==> config.mk <==
export PLATFORM = sky130hd
export DESIGN_NAME = hazard_ctrl_flat
export DESIGN_NICKNAME = d
export VERILOG_FILES = /design/src/rtl/hazard_ctrl_if.sv /design/src/rtl/hazard_ctrl.sv /design/src/flat_wrapper.sv
export SDC_FILE = /design/constraint.sdc
export NUM_CORES = 1
export LEC_CHECK = 0
export ABC_AREA = 1
export CAP_MARGIN = 0
export CORE_MARGIN = 2
export CORE_UTILIZATION = 37
export DETAILED_ROUTE_END_ITERATION = 6
export DONT_BUFFER_PORTS = 1
export PLACE_DENSITY = 0.6
export SYNTH_ARGS = -nofsm -noshare
export SYNTH_HDL_FRONTEND = slang
export SYNTH_SLANG_ARGS = --single-unit
==> constraint.sdc <==
create_clock -name clk -period 4.5 [get_ports clk]
set_clock_uncertainty 0.1 [all_clocks]
set_input_delay 0.675 -clock clk [delete_from_list [all_inputs] [get_ports clk]]
set_output_delay 0.675 -clock clk [all_outputs]
set_load 0.05 [all_outputs]
==> src/rtl/hazard_ctrl_if.sv <==
// hazard_ctrl_if: bundles the pipeline-control signals that pass between
// the hazard scheduler and the datapath.
//   en        - global pipeline advance (0 = every stage holds)
//   instr_D   - instruction word currently in decode
//   stall     - freeze PC and F/D register; bubble into D/E register
//   fwd_rs_D  - D-stage rs select: 0 RF, 1 E (jal PC+8), 2 M, 3 W
//   fwd_rt_D  - D-stage rt select, same encoding
//   fwd_rs_E  - ALU A select: 0 D/E register, 1 M result, 2 W write data
//   fwd_rt_E  - ALU B / store-data select, same encoding
//   fwd_rt_M  - sw write data in M: 0 E/M register, 1 W write data
//   stall_cnt - stall cycle counter (zero unless HAZARD_STALL_CNT_EN)
// master: datapath side. slave: hazard_ctrl side.
interface hazard_ctrl_if;
  logic        en;
  logic [31:0] instr_D;
  logic        stall;
  logic [1:0]  fwd_rs_D;
  logic [1:0]  fwd_rt_D;
  logic [1:0]  fwd_rs_E;
  logic [1:0]  fwd_rt_E;
  logic        fwd_rt_M;
  logic [31:0] stall_cnt;

  modport master (
    output en, instr_D,
    input  stall, fwd_rs_D, fwd_rt_D, fwd_rs_E, fwd_rt_E, fwd_rt_M, stall_cnt
  );

  modport slave (
    input  en, instr_D,
    output stall, fwd_rs_D, fwd_rt_D, fwd_rs_E, fwd_rt_E, fwd_rt_M, stall_cnt
  );
endinterface

==> src/rtl/hazard_ctrl.sv <==
// hazard_ctrl: stall/forward scheduler for the 5-stage MIPS pipeline.
// Decodes the instruction in D, tracks {dst, tnew, rs, rt} for E, M and W in
// a shadow pipeline, and drives stall plus every forwarding mux select.
// Ports:
//   clk   - system clock, rising edge
//   reset - synchronous, active-high; turns all shadow stages into bubbles
//   bus   - hazard_ctrl_if.slave (en, instr_D in; stall, fwd_*, stall_cnt out)
// Parameters:
//   REG_JAL - destination register written by jal
//   TNEW_LW - cycles until a lw result exists, counted from entry into E
// Optional feature: define HAZARD_STALL_CNT_EN to build the stall_cnt
// counter (cycles with en=1 and stall=1); otherwise stall_cnt is 0.
module hazard_ctrl #(
  parameter logic [4:0]  REG_JAL = 5'd31,
  parameter int unsigned TNEW_LW = 2
) (
  input logic          clk,
  input logic          reset,
  hazard_ctrl_if.slave bus
);

  typedef struct packed {
    logic [4:0] dst;
    logic [1:0] tnew;
    logic [4:0] rs;
    logic [4:0] rt;
  } stage_t;

  stage_t e_q, m_q, w_q;
  stage_t e_d, m_d, w_d;
  stage_t d_stage;
  logic [1:0] tuse_rs, tuse_rt;
  logic       stall;

  logic [5:0] op, fn;
  assign op = bus.instr_D[31:26];
  assign fn = bus.instr_D[5:0];

  // Only registers an instruction actually reads are recorded as sources,
  // so the E/M selects never fire for operand fields that carry a dst.
  always_comb begin
    d_stage = '0;
    tuse_rs = 2'd3;
    tuse_rt = 2'd3;
    case (op)
      6'h00: begin
        case (fn)
          6'h21, 6'h23: begin // addu, subu
            d_stage.dst  = bus.instr_D[15:11];
            d_stage.tnew = 2'd1;
            d_stage.rs   = bus.instr_D[25:21];
            d_stage.rt   = bus.instr_D[20:16];
            tuse_rs      = 2'd1;
            tuse_rt      = 2'd1;
          end
          6'h08: begin // jr
            d_stage.rs = bus.instr_D[25:21];
            tuse_rs    = 2'd0;
          end
          default: ;
        endcase
      end
      6'h0D: begin // ori
        d_stage.dst  = bus.instr_D[20:16];
        d_stage.tnew = 2'd1;
        d_stage.rs   = bus.instr_D[25:21];
        tuse_rs      = 2'd1;
      end
      6'h0F: begin // lui
        d_stage.dst  = bus.instr_D[20:16];
        d_stage.tnew = 2'd1;
      end
      6'h23: begin // lw
        d_stage.dst  = bus.instr_D[20:16];
        d_stage.tnew = 2'(TNEW_LW);
        d_stage.rs   = bus.instr_D[25:21];
        tuse_rs      = 2'd1;
      end
      6'h2B: begin // sw
        d_stage.rs = bus.instr_D[25:21];
        d_stage.rt = bus.instr_D[20:16];
        tuse_rs    = 2'd1;
        tuse_rt    = 2'd2;
      end
      6'h04: begin // beq
        d_stage.rs = bus.instr_D[25:21];
        d_stage.rt = bus.instr_D[20:16];
        tuse_rs    = 2'd0;
        tuse_rt    = 2'd0;
      end
      6'h03: begin // jal
        d_stage.dst  = REG_JAL;
        d_stage.tnew = 2'd0;
      end
      default: ;
    endcase
  end

  // Only the youngest producer of s matters; an older match is stale.
  function automatic logic src_stall(input logic [4:0] s, input logic [1:0] tuse,
                                     input stage_t e, input stage_t m);
    logic hit;
    hit = 1'b0;
    if (s != '0) begin
      if (e.dst == s)      hit = (tuse < e.tnew);
      else if (m.dst == s) hit = (tuse < m.tnew);
    end
    return hit;
  endfunction

  function automatic logic [1:0] sel_d(input logic [4:0] s, input stage_t e,
                                       input stage_t m, input stage_t w);
    logic [1:0] sel;
    sel = 2'd0;
    if (s != '0) begin
      if (e.dst == s && e.tnew == '0)      sel = 2'd1;
      else if (m.dst == s && m.tnew == '0) sel = 2'd2;
      else if (w.dst == s && w.tnew == '0) sel = 2'd3;
    end
    return sel;
  endfunction

  function automatic logic [1:0] sel_e(input logic [4:0] s, input stage_t m,
                                       input stage_t w);
    logic [1:0] sel;
    sel = 2'd0;
    if (s != '0) begin
      if (m.dst == s && m.tnew == '0)      sel = 2'd1;
      else if (w.dst == s && w.tnew == '0) sel = 2'd2;
    end
    return sel;
  endfunction

  function automatic logic [1:0] sat_dec(input logic [1:0] t);
    return (t == '0) ? 2'd0 : t - 2'd1;
  endfunction

  assign stall = src_stall(d_stage.rs, tuse_rs, e_q, m_q) |
                 src_stall(d_stage.rt, tuse_rt, e_q, m_q);

  assign bus.stall    = stall;
  assign bus.fwd_rs_D = sel_d(d_stage.rs, e_q, m_q, w_q);
  assign bus.fwd_rt_D = sel_d(d_stage.rt, e_q, m_q, w_q);
  assign bus.fwd_rs_E = sel_e(e_q.rs, m_q, w_q);
  assign bus.fwd_rt_E = sel_e(e_q.rt, m_q, w_q);
  assign bus.fwd_rt_M = (m_q.rt != '0) && (w_q.dst == m_q.rt) && (w_q.tnew == '0);

  always_comb begin
    e_d = e_q;
    m_d = m_q;
    w_d = w_q;
    if (bus.en) begin
      e_d      = stall ? '0 : d_stage;
      m_d      = e_q;
      m_d.tnew = sat_dec(e_q.tnew);
      w_d      = m_q;
      w_d.tnew = sat_dec(m_q.tnew);
    end
  end

  always_ff @(posedge clk) begin
    if (reset) begin
      e_q <= '0;
      m_q <= '0;
      w_q <= '0;
    end else begin
      e_q <= e_d;
      m_q <= m_d;
      w_q <= w_d;
    end
  end

`ifdef HAZARD_STALL_CNT_EN
  logic [31:0] stall_cnt_q, stall_cnt_d;

  always_comb begin
    stall_cnt_d = stall_cnt_q;
    if (bus.en && stall) stall_cnt_d = stall_cnt_q + 32'd1;
  end

  always_ff @(posedge clk) begin
    if (reset) stall_cnt_q <= '0;
    else       stall_cnt_q <= stall_cnt_d;
  end

  assign bus.stall_cnt = stall_cnt_q;
`else
  assign bus.stall_cnt = '0;
`endif

  // Fields that exist in the shadow stages but are never consulted.
  logic unused_bits;
  assign unused_bits = ^{bus.instr_D[10:6], m_q.rs, w_q.rs, w_q.rt};

endmodule

==> src/flat_wrapper.sv <==
// flat-port wrapper written by rule: the top's interface ports become plain ports
module hazard_ctrl_flat 
#(
  parameter logic [4:0]  REG_JAL = 5'd31,
  parameter int unsigned TNEW_LW = 2
)
  (clk, reset, bus_en, bus_instr_D, bus_stall, bus_fwd_rs_D, bus_fwd_rt_D, bus_fwd_rs_E, bus_fwd_rt_E, bus_fwd_rt_M, bus_stall_cnt);
  hazard_ctrl_if bus_i ();
  input logic clk;
  input logic reset;
  input wire logic [$bits(bus_i.en)-1:0] bus_en;
  input wire logic [$bits(bus_i.instr_D)-1:0] bus_instr_D;
  output wire logic [$bits(bus_i.stall)-1:0] bus_stall;
  output wire logic [$bits(bus_i.fwd_rs_D)-1:0] bus_fwd_rs_D;
  output wire logic [$bits(bus_i.fwd_rt_D)-1:0] bus_fwd_rt_D;
  output wire logic [$bits(bus_i.fwd_rs_E)-1:0] bus_fwd_rs_E;
  output wire logic [$bits(bus_i.fwd_rt_E)-1:0] bus_fwd_rt_E;
  output wire logic [$bits(bus_i.fwd_rt_M)-1:0] bus_fwd_rt_M;
  output wire logic [$bits(bus_i.stall_cnt)-1:0] bus_stall_cnt;
  assign bus_i.en = bus_en;
  assign bus_i.instr_D = bus_instr_D;
  assign bus_stall = bus_i.stall;
  assign bus_fwd_rs_D = bus_i.fwd_rs_D;
  assign bus_fwd_rt_D = bus_i.fwd_rt_D;
  assign bus_fwd_rs_E = bus_i.fwd_rs_E;
  assign bus_fwd_rt_E = bus_i.fwd_rt_E;
  assign bus_fwd_rt_M = bus_i.fwd_rt_M;
  assign bus_stall_cnt = bus_i.stall_cnt;
  hazard_ctrl #(.REG_JAL(REG_JAL), .TNEW_LW(TNEW_LW)) u_core (.clk(clk), .reset(reset), .bus(bus_i));
endmodule
==> impl_metrics.env <==
export IMPL_crit_start="bus_instr_D[27]"
export IMPL_clkTransAtPathRegs_ns=0.08
export IMPL_avgSynthCellArea_um2=6.50
export IMPL_yosysTopAreaCell="dfxtp_1"
export IMPL_n_fill_cell=941
export IMPL_seq_area_frac_synth=0.217
export IMPL_drive_above_1_share=0.137
export IMPL_setup_viol=0
export IMPL_final_cell_mix="nand2_1 (101), inv_1 (59), nor2_1 (58)"
export IMPL_fmax_mhz=283
export IMPL_n_antenna_cell=0
export IMPL_holdWs_ns=0.331
export IMPL_slowest_delay_ns=0.43
export IMPL_arrival_ns=2.76
export IMPL_synthCells=512
export IMPL_worst_path_most_repeated_cell="nand2_1"
export IMPL_antenna_found_initial=0
export IMPL_min_period_ns=3.54
export IMPL_rr_startpoint="u_core.e_q[11]"
export IMPL_cts_sinks=36
export IMPL_slowest_stage="nand2_1"
export IMPL_path_delay_family="simple AND/OR/NAND/NOR gates"
export IMPL_core_area_um2=8720
export IMPL_hold_start="reset"
export IMPL_synth_top_cells_by_area="dfxtp_1 (22%), nand2_1 (11%), buf_4 (7.2%)"
export IMPL_die_height_um=98.8
export IMPL_grt_max_degree=38
export IMPL_avgViaCountPerCell=5.26
export IMPL_wl_per_cell_um=14.8
export IMPL_seqCellArea_um2=721
export IMPL_rsz0062_at_grt="false"
export IMPL_p_per_area_nw_per_um2=232
export IMPL_finalMaxSlewViolations=0
export IMPL_initial_core_util=0.381
export IMPL_antenna_left=0
export IMPL_fin_tns_setup_ns=0
export IMPL_cts_root_buf="clkbuf_8"
export IMPL_ios=77
export IMPL_holdBufCountCts=0
export IMPL_clock_latency_ns=0.30
export IMPL_crit_type="input port to output port"
export IMPL_cts_buffers_inserted=5
export IMPL_post_cts_buffers=0
export IMPL_start_kind="input port"
export IMPL_required_ns=3.72
export IMPL_yosys_warnings=0
export IMPL_cts_resized_gates=0
export IMPL_drt_iter0_drc=338
export IMPL_io_buffers=0
export IMPL_drt_pass1_iterations=7
export IMPL_layout_commonest_cell="nand2_1"
export IMPL_dieArea_um2=9770
export IMPL_crit_path_end_kind="output port"
export IMPL_worstMarginPinSlew_ns=0.983
export IMPL_cts_tree="built"
export IMPL_gr_total_overflow=0
export IMPL_synth_cell_type_count=42
export IMPL_critPathBufInv=2
export IMPL_grt_pass1_vias=2984
export IMPL_crit_chain="nor2_2 > nand3_4 > inv_6 > nand2_2 > nand2_8 > inv_1 > ha_1 > a21oi_1 > nand4_1 > nand2_1 > nand2_4 > nand2_1"
export IMPL_syn_to_final_growth_pct=1.77
export IMPL_hold_class="input port to flop"
export IMPL_htreeDepth=2
export IMPL_drt_total_wl_mm=9.18
export IMPL_vias=3248
export IMPL_status="completed"
export IMPL_grt_total_usage=0.195
export IMPL_critical_path_max_fanout=18
export IMPL_dp_hpwl_mm=7.00
export IMPL_die_w_um=98.8
export IMPL_synth_top_area_frac=0.217
export IMPL_slew_headroom=0.342
export IMPL_hold_violations=0
export IMPL_cap_viol_max_count=0
export IMPL_row_count=34
export IMPL_peakVddDrop_uv=92.9
export IMPL_grt_pass1_wl_mm=15.4
export IMPL_finalCritPeriodShare=0.786
export IMPL_final_nets=548
export IMPL_synth_area_um2=3330
export IMPL_cts_buffer_depth=2
export IMPL_drc=0
export IMPL_multi_input_area_um2=2170
export IMPL_ys_seq_elements=36
export IMPL_p_leak_nw=1.49
export IMPL_place_congestion=0.958
synthesized netlist by cell type (all sizes together):
| cell type | instances |
|---|---|
| ha | 4 |
| o22ai | 4 |
| nand3b | 1 |
| o2111ai | 1 |
| xnor2 | 1 |
| xor2 | 9 |
| clkbuf | 9 |
| nand2 | 119 |
| a221oi | 8 |
| conb | 1 |
| nand4 | 5 |
| a211oi | 1 |
| nand3 | 53 |
| o221ai | 1 |
| a31oi | 1 |
| inv | 62 |
| nor4 | 4 |
| o21ai | 30 |
| nor2 | 72 |
| and2 | 1 |
| buf | 36 |
| a2111oi | 1 |
| a21oi | 45 |
| o211ai | 4 |
| dfxtp | 36 |
| nor3 | 3 |
worst paths after layout:
| kind | slack, ns | endpoint | cells past startpoint |
|---|---|---|---|
| worst max-delay path | 0.96 | bus_stall | 12 |
| worst min-delay path | 0.33 | u_core.e_q[8] | 1 |
| worst max register to register | 2.61 | u_core.e_q[9] | 8 |
| worst min register to register | 0.40 | u_core.m_q[3] | 2 |
report_power, final:
group          total (mW)  leakage [nW]  internal [mW]  switching (mW)
clock               0.254        0.0445          0.125           0.129
sequential          0.341         0.293          0.327          0.0133
combinational       0.192          1.15         0.0437           0.148
total               0.787          1.49          0.496           0.291
area by class of cell:
| type | instances | share of cell area |
|---|---|---|
| Multi-Input combinational cell | 400 | 0.640 |
| Sequential cell | 36 | 0.213 |
| Inverter | 62 | 0.0710 |
| Tap cell | 108 | 0.0399 |
| Clock buffer | 7 | 0.0255 |
| Timing Repair Buffer | 4 | 0.00887 |
| Clock inverter | 1 | 0.00222 |
worst reg2reg max path: stages, from the launching register on:
cell     delay, ns
dfxtp_1       0.44
inv_1         0.12
ha_1          0.30
a21oi_1       0.21
nor2_2        0.07
nor2_2        0.12
nand2_4       0.19
nand3_1       0.16
a21oi_1       0.07
sequential cells by signal, indices dropped and copies added, names as in the netlist:
signal	flops
u_core.w_q	7
u_core.e_q	17
u_core.m_q	12
through the flow:
step | setup WS, ns | area [µm²] | utilization | total power, mW | cells
floorplan | 1.07 | 3440 | - | 0.537 | 543
global placement | 1.01 | 3290 | 0.377 | 0.535 | 610
detailed placement | 0.980 | 3290 | 0.377 | 0.537 | 610
CTS | 0.980 | 3390 | 0.388 | 0.790 | 618
global route | 0.740 | 3390 | 0.388 | 0.829 | 618
finish | 0.964 | 3390 | 0.388 | 0.787 | 618
layer usage:
layer / global-route usage / vias to the layer above / part of all wire
met5: 0 / - / 0
met4: 0.0527 / 0 / 0.017
li1: - / 1612 / -
met3: 0.0411 / 16 / 0.074
met1: 0.272 / 1480 / 0.47
met2: 0.308 / 140 / 0.44
kinds of logic after synthesis:
group / synth area share
AO/OA/AOI/OAI: 0.173
other: 0.00113
adder cells (fa/ha/maj): 0.0150
flip-flops: 0.217
buffers and inverters: 0.167
XOR/XNOR: 0.0286
AND/OR/NAND/NOR: 0.399
Power figures use the tool's default switching activity.
